===== config.mk =====
export PLATFORM = sky130hd
export DESIGN_NAME = uart_receiver
export DESIGN_NICKNAME = d
export VERILOG_FILES = /design/src/rtl/uart_receiver_pkg.sv /design/src/rtl/uart_receiver_sync_2ff.sv /design/src/rtl/uart_receiver.sv
export SDC_FILE = /design/constraint.sdc
export NUM_CORES = 1
export LEC_CHECK = 0
export BUFFER_PORTS_ARGS = -buffer_cell sky130_fd_sc_hd__buf_2
export CAP_MARGIN = 20
export CORE_ASPECT_RATIO = 1.4
export CORE_UTILIZATION = 57
export DETAILED_ROUTE_END_ITERATION = 16
export PLACE_DENSITY_LB_ADDON = 0.3
export SKIP_CTS_REPAIR_TIMING = 1
export SYNTH_ARGS = -nofsm -noshare
export SYNTH_HDL_FRONTEND = slang
export SYNTH_SLANG_ARGS = --single-unit

===== constraint.sdc =====
create_clock -name clk -period 2.5 [get_ports clk]
set_input_delay 0.75 -clock clk [delete_from_list [all_inputs] [get_ports clk]]
set_output_delay 0.75 -clock clk [all_outputs]
set_load 0.005 [all_outputs]

===== src/rtl/uart_receiver_pkg.sv =====
// Shared definitions for the UART receiver: FSM state encoding and default bit timing.
package uart_receiver_pkg;

    localparam int DEFAULT_CLKS_PER_BIT = 234;  // 27 MHz / 115200 baud

    typedef enum logic [2:0] {
        ST_IDLE  = 3'd0,
        ST_START = 3'd1,
        ST_DATA  = 3'd2,
        ST_STOP  = 3'd3,
        ST_BREAK = 3'd4
    } rx_state_t;

endpackage


===== src/rtl/uart_receiver_sync_2ff.sv =====
// Two-flop synchroniser for an asynchronous input pin; resets to 1 to match an idle-high line.
module uart_receiver_sync_2ff (
    input  logic clk,
    input  logic rst,
    input  logic i_d,
    output logic o_q
);

    logic r_meta;
    logic r_sync;

    always_ff @(posedge clk or posedge rst) begin
        if (rst) begin
            r_meta <= 1'b1;
            r_sync <= 1'b1;
        end else begin
            r_meta <= i_d;
            r_sync <= r_meta;
        end
    end

    assign o_q = r_sync;

endmodule


===== src/rtl/uart_receiver.sv =====
// 8N1 UART receiver with a one-entry valid/ready holding register and framing/overrun pulses.
// Handshake: a byte transfers on a rising edge where valid & ready; data is stable while valid & !ready.
module uart_receiver
    import uart_receiver_pkg::*;
#(
    parameter int CLKS_PER_BIT = DEFAULT_CLKS_PER_BIT,
    parameter bit LSB_FIRST    = 1'b1
) (
    input  logic       clk,
    input  logic       rst,
    input  logic       rx,
    output logic [7:0] data,
    output logic       valid,
    input  logic       ready,
    output logic       busy,
    output logic       frame_err,
    output logic       overrun,
    output rx_state_t  dbg_state
);

    localparam int               CNT_W   = $clog2(CLKS_PER_BIT);
    localparam logic [CNT_W-1:0] CNT_MAX = CNT_W'(CLKS_PER_BIT - 1);
    localparam logic [CNT_W-1:0] HALF    = CNT_W'((CLKS_PER_BIT - 1) / 2);

    logic             w_rx_s;
    rx_state_t        r_state;
    rx_state_t        w_state_nxt;
    logic [CNT_W-1:0] r_cnt;
    logic [CNT_W-1:0] w_cnt_nxt;
    logic [2:0]       r_bit_idx;
    logic [2:0]       w_bit_idx_nxt;
    logic [7:0]       r_shift;
    logic [7:0]       w_shift_nxt;
    logic             r_deliver;
    logic             w_deliver_nxt;
    logic             r_frame_err;
    logic             w_frame_err_nxt;
    logic [7:0]       r_data;
    logic             r_valid;
    logic             r_overrun;

    uart_receiver_sync_2ff u_sync (
        .clk (clk),
        .rst (rst),
        .i_d (rx),
        .o_q (w_rx_s)
    );

    always_ff @(posedge clk or posedge rst) begin
        if (rst) begin
            r_state     <= ST_IDLE;
            r_cnt       <= '0;
            r_bit_idx   <= '0;
            r_shift     <= '0;
            r_deliver   <= 1'b0;
            r_frame_err <= 1'b0;
        end else begin
            r_state     <= w_state_nxt;
            r_cnt       <= w_cnt_nxt;
            r_bit_idx   <= w_bit_idx_nxt;
            r_shift     <= w_shift_nxt;
            r_deliver   <= w_deliver_nxt;
            r_frame_err <= w_frame_err_nxt;
        end
    end

    always_comb begin
        w_state_nxt     = r_state;
        w_cnt_nxt       = r_cnt;
        w_bit_idx_nxt   = r_bit_idx;
        w_shift_nxt     = r_shift;
        w_deliver_nxt   = 1'b0;
        w_frame_err_nxt = 1'b0;
        case (r_state)
            ST_IDLE: begin
                if (!w_rx_s) begin
                    w_cnt_nxt   = '0;
                    w_state_nxt = ST_START;
                end
            end
            ST_START: begin
                // A start bit that has gone high again by mid-bit is treated as line noise.
                if (r_cnt == HALF) begin
                    if (!w_rx_s) begin
                        w_cnt_nxt     = '0;
                        w_bit_idx_nxt = '0;
                        w_state_nxt   = ST_DATA;
                    end else begin
                        w_state_nxt = ST_IDLE;
                    end
                end else begin
                    w_cnt_nxt = r_cnt + 1'b1;
                end
            end
            ST_DATA: begin
                if (r_cnt == CNT_MAX) begin
                    w_cnt_nxt   = '0;
                    w_shift_nxt = LSB_FIRST ? {w_rx_s, r_shift[7:1]} : {r_shift[6:0], w_rx_s};
                    if (r_bit_idx == 3'd7) begin
                        w_state_nxt = ST_STOP;
                    end else begin
                        w_bit_idx_nxt = r_bit_idx + 1'b1;
                    end
                end else begin
                    w_cnt_nxt = r_cnt + 1'b1;
                end
            end
            ST_STOP: begin
                if (r_cnt == CNT_MAX) begin
                    w_cnt_nxt = '0;
                    if (w_rx_s) begin
                        w_deliver_nxt = 1'b1;
                        w_state_nxt   = ST_IDLE;
                    end else begin
                        w_frame_err_nxt = 1'b1;
                        w_state_nxt     = ST_BREAK;
                    end
                end else begin
                    w_cnt_nxt = r_cnt + 1'b1;
                end
            end
            ST_BREAK: begin
                if (w_rx_s) begin
                    w_state_nxt = ST_IDLE;
                end
            end
            default: begin
                w_state_nxt = ST_IDLE;
            end
        endcase
    end

    // A delivery may replace the held byte only when it is being drained in the same cycle.
    always_ff @(posedge clk or posedge rst) begin
        if (rst) begin
            r_data    <= '0;
            r_valid   <= 1'b0;
            r_overrun <= 1'b0;
        end else begin
            r_overrun <= 1'b0;
            if (r_deliver) begin
                if (!r_valid || ready) begin
                    r_data  <= r_shift;
                    r_valid <= 1'b1;
                end else begin
                    r_overrun <= 1'b1;
                end
            end else if (r_valid && ready) begin
                r_valid <= 1'b0;
            end
        end
    end

    assign data      = r_data;
    assign valid     = r_valid;
    assign busy      = (r_state != ST_IDLE);
    assign frame_err = r_frame_err;
    assign overrun   = r_overrun;
    assign dbg_state = r_state;

endmodule


==> impl_metrics.env <==
export IMPL_netSwitchingPower_uw=218.3
export IMPL_power_density_mw_per_mm2=535.1
export IMPL_synthCells=147
export IMPL_netlist_area_sq_mm=0.001707
export IMPL_post_drt_wl_per_cell_um=15.43
export IMPL_min_delay_start="u_sync.r_meta"
export IMPL_fmax_mhz=481.2
export IMPL_skew_ps=8.324
export IMPL_grt_antenna_before_repair=0
export IMPL_vdd_ir_drop_worst_mv=0.4270
export IMPL_drt_pass1_iter_count=4
export IMPL_num_nets_final=179
export IMPL_cap_violations=0
export IMPL_die_area_sq_mm=0.003220
export IMPL_cts_buffer_depth=2
export IMPL_path_clk_slew_ps=70
export IMPL_hold_path_class="register to register"
export IMPL_cts_tree="yes"
export IMPL_utilization=0.6737
export IMPL_synth_most_common_cell="dfrtp_1"
export IMPL_synth_top_cell_by_area="dfrtp_1"
export IMPL_antenna_left=0
export IMPL_initial_core_util=0.5990
export IMPL_drive_above_1_share=0.3216
export IMPL_worst_slew_pin_slew_ps=677.6
export IMPL_max_slew_margin_rel=0.5449
export IMPL_synth_area_per_cell_sq_um=11.61
export IMPL_overflow=0
export IMPL_combPwrFrac=0.016
export IMPL_pwr_share_seq=0.572
export IMPL_hold_violations=0
export IMPL_track_usage=0.2414
export IMPL_place_hpwl_mm=2.313
export IMPL_synth_top_cells_by_area="dfrtp_1, mux2_2, ha_1"
export IMPL_syn_nets=156
export IMPL_root_buffer="clkbuf_8"
export IMPL_synth_cell_types=40
export IMPL_die_x_um=48.25
export IMPL_holdWs_ps=356.7
export IMPL_ys_top_cells_by_count="dfrtp_1, mux2_2, inv_1, nor2_1"
export IMPL_intPower_uw=808.8
export IMPL_clk_latency_ps=290
export IMPL_syn_to_final_growth_pct=12.46
export IMPL_reg2reg_from="r_cnt[1]"
export IMPL_io_pins=19
export IMPL_n_antenna_cell=0
export IMPL_cp_required_ps=1750
export IMPL_setup_viol=0
export IMPL_crit_fanout=10
export IMPL_placement_rows=23
export IMPL_ys_seq_elements=36
export IMPL_swShare=0.2126
export IMPL_final_max_slew_viol_count=0
export IMPL_initialDrtViolationCount=34
export IMPL_period_needed_ps=2078
export IMPL_p_clk_frac=0.412
export IMPL_core_area_sq_mm=0.002849
export IMPL_critPathLaunchType="register"
export IMPL_crit_start="dbg_state[1]"
export IMPL_grt_pass1_vias=1167
export IMPL_grt_start_max_net_pins=37
export IMPL_cts_buffers=5
export IMPL_cts_htree_levels=2
export IMPL_crit_type="register to primary output"
export IMPL_globalplace_congestion=0.8213
export IMPL_port_buffers=18
export IMPL_routed_wl_mm=3.210
export IMPL_status="finished clean"
export IMPL_fin_crit_sh=0.8313
export IMPL_cp_arrival_ps=1330
export IMPL_grt_pass1_wl_mm=5.257
export IMPL_leakage_uw=0.0009564
export IMPL_tns_ps=0
export IMPL_drc=0
export IMPL_synth_edf_count=0
export IMPL_synth_ff_type="dfrtp_1"
export IMPL_yosysWarningCount=0
export IMPL_cp_end_kind="primary output"
export IMPL_die_h_um=66.75
export IMPL_ff2ff_setup_slack_ps=530
export IMPL_synth_top_area_frac=0.4985
export IMPL_routed_via_density=5.678
export IMPL_async_reset_ff_frac=1.000
export IMPL_grt_setup_unrepaired="no"
export IMPL_cts_num_sinks=36
export IMPL_vias=1181
export IMPL_ys_seq_area_frac=0.5293
layout make-up:
cell class                      count  area (sq um)
Fill cell                         207         929.6
Tap cell                           37         46.29
Multi-Input combinational cell     97         738.2
Clock buffer                        6         82.58
Clock inverter                      2         10.01
Timing Repair Buffer               19         97.59
Sequential cell                    36         903.4
Inverter                           11         41.29
power groups by stage:
stage / clock network (uW) / registers, uW / logic (uW)
6_report: 423 / 587 / 16.7
5_1_grt: 455 / 587 / 19.7
4_1_cts: 431 / 587 / 17.6
3_5_place_dp: 0 / 598 / 17.5
3_3_place_gp: 0 / 598 / 17.1
2_1_floorplan: 0 / 598 / 10.7
through the flow:
step	power, uW	worst slack [ps]	instance area [sq um]	std cells
2_1_floorplan	608.3	678.7	1707	147
3_3_place_gp	615.1	615.8	1827	200
3_5_place_dp	615.6	532.8	1827	200
4_1_cts	1036	412.8	1919	208
5_1_grt	1061	364.7	1919	208
6_report	1027	421.7	1919	208
state kept, by name, indices dropped and copies added, names as in the netlist:
signal,flops
frame_err,1
r_bit_idx,3
r_deliver,1
u_sync.o_q,1
valid,1
r_cnt,8
r_shift,8
dbg_state,3
overrun,1
u_sync.r_meta,1
data,8
worst max-delay path: stages (launching register included):
cell and delay [ps]:
dfrtp_1 510, or3_1 400, buf_2 130
cell usage in the layout (no fill, tap or decap), types with 4 or more instances in the layout:
cell type   n
o22ai_1     6
ha_1        5
o21ai_0     8
nand2_1     8
buf_2      18
inv_1      11
dfrtp_1    34
a21oi_1     6
mux2_2     16
nor2_1     10
nand3_1     4
nor3_1      5
clkbuf_8    6
kinds of logic after synthesis:
family                   synth area share
multiplexers                       0.1144
XOR/XNOR                         0.005133
AND/OR/NAND/NOR                    0.1650
buffers and inverters             0.03812
AO/OA/AOI/OAI                      0.1114
adder cells (fa/ha/maj)           0.03666
flip-flops                         0.5293
routing by layer:
| metal | vias up | global-route usage | wire [um] |
|---|---|---|---|
| met4 | 0 | 0.1042 | 62 |
| met1 | 593 | 0.2758 | 1347 |
| li1 | 564 | - | - |
| met2 | 19 | 0.3967 | 1701 |
| met3 | 5 | 0.07317 | 98 |
| met5 | - | 0 | 0 |
worst paths after layout:
check                                    end  cells after the start
worst max register to register  r_bit_idx[0]                      6
min in group asynchronous            data[0]                      3
max in group asynchronous         u_sync.o_q                      3
worst min register to register    u_sync.o_q                      0
worst max-delay path                    busy                      2
worst min-delay path              u_sync.o_q                      0
(Power assumes the default switching activity.)
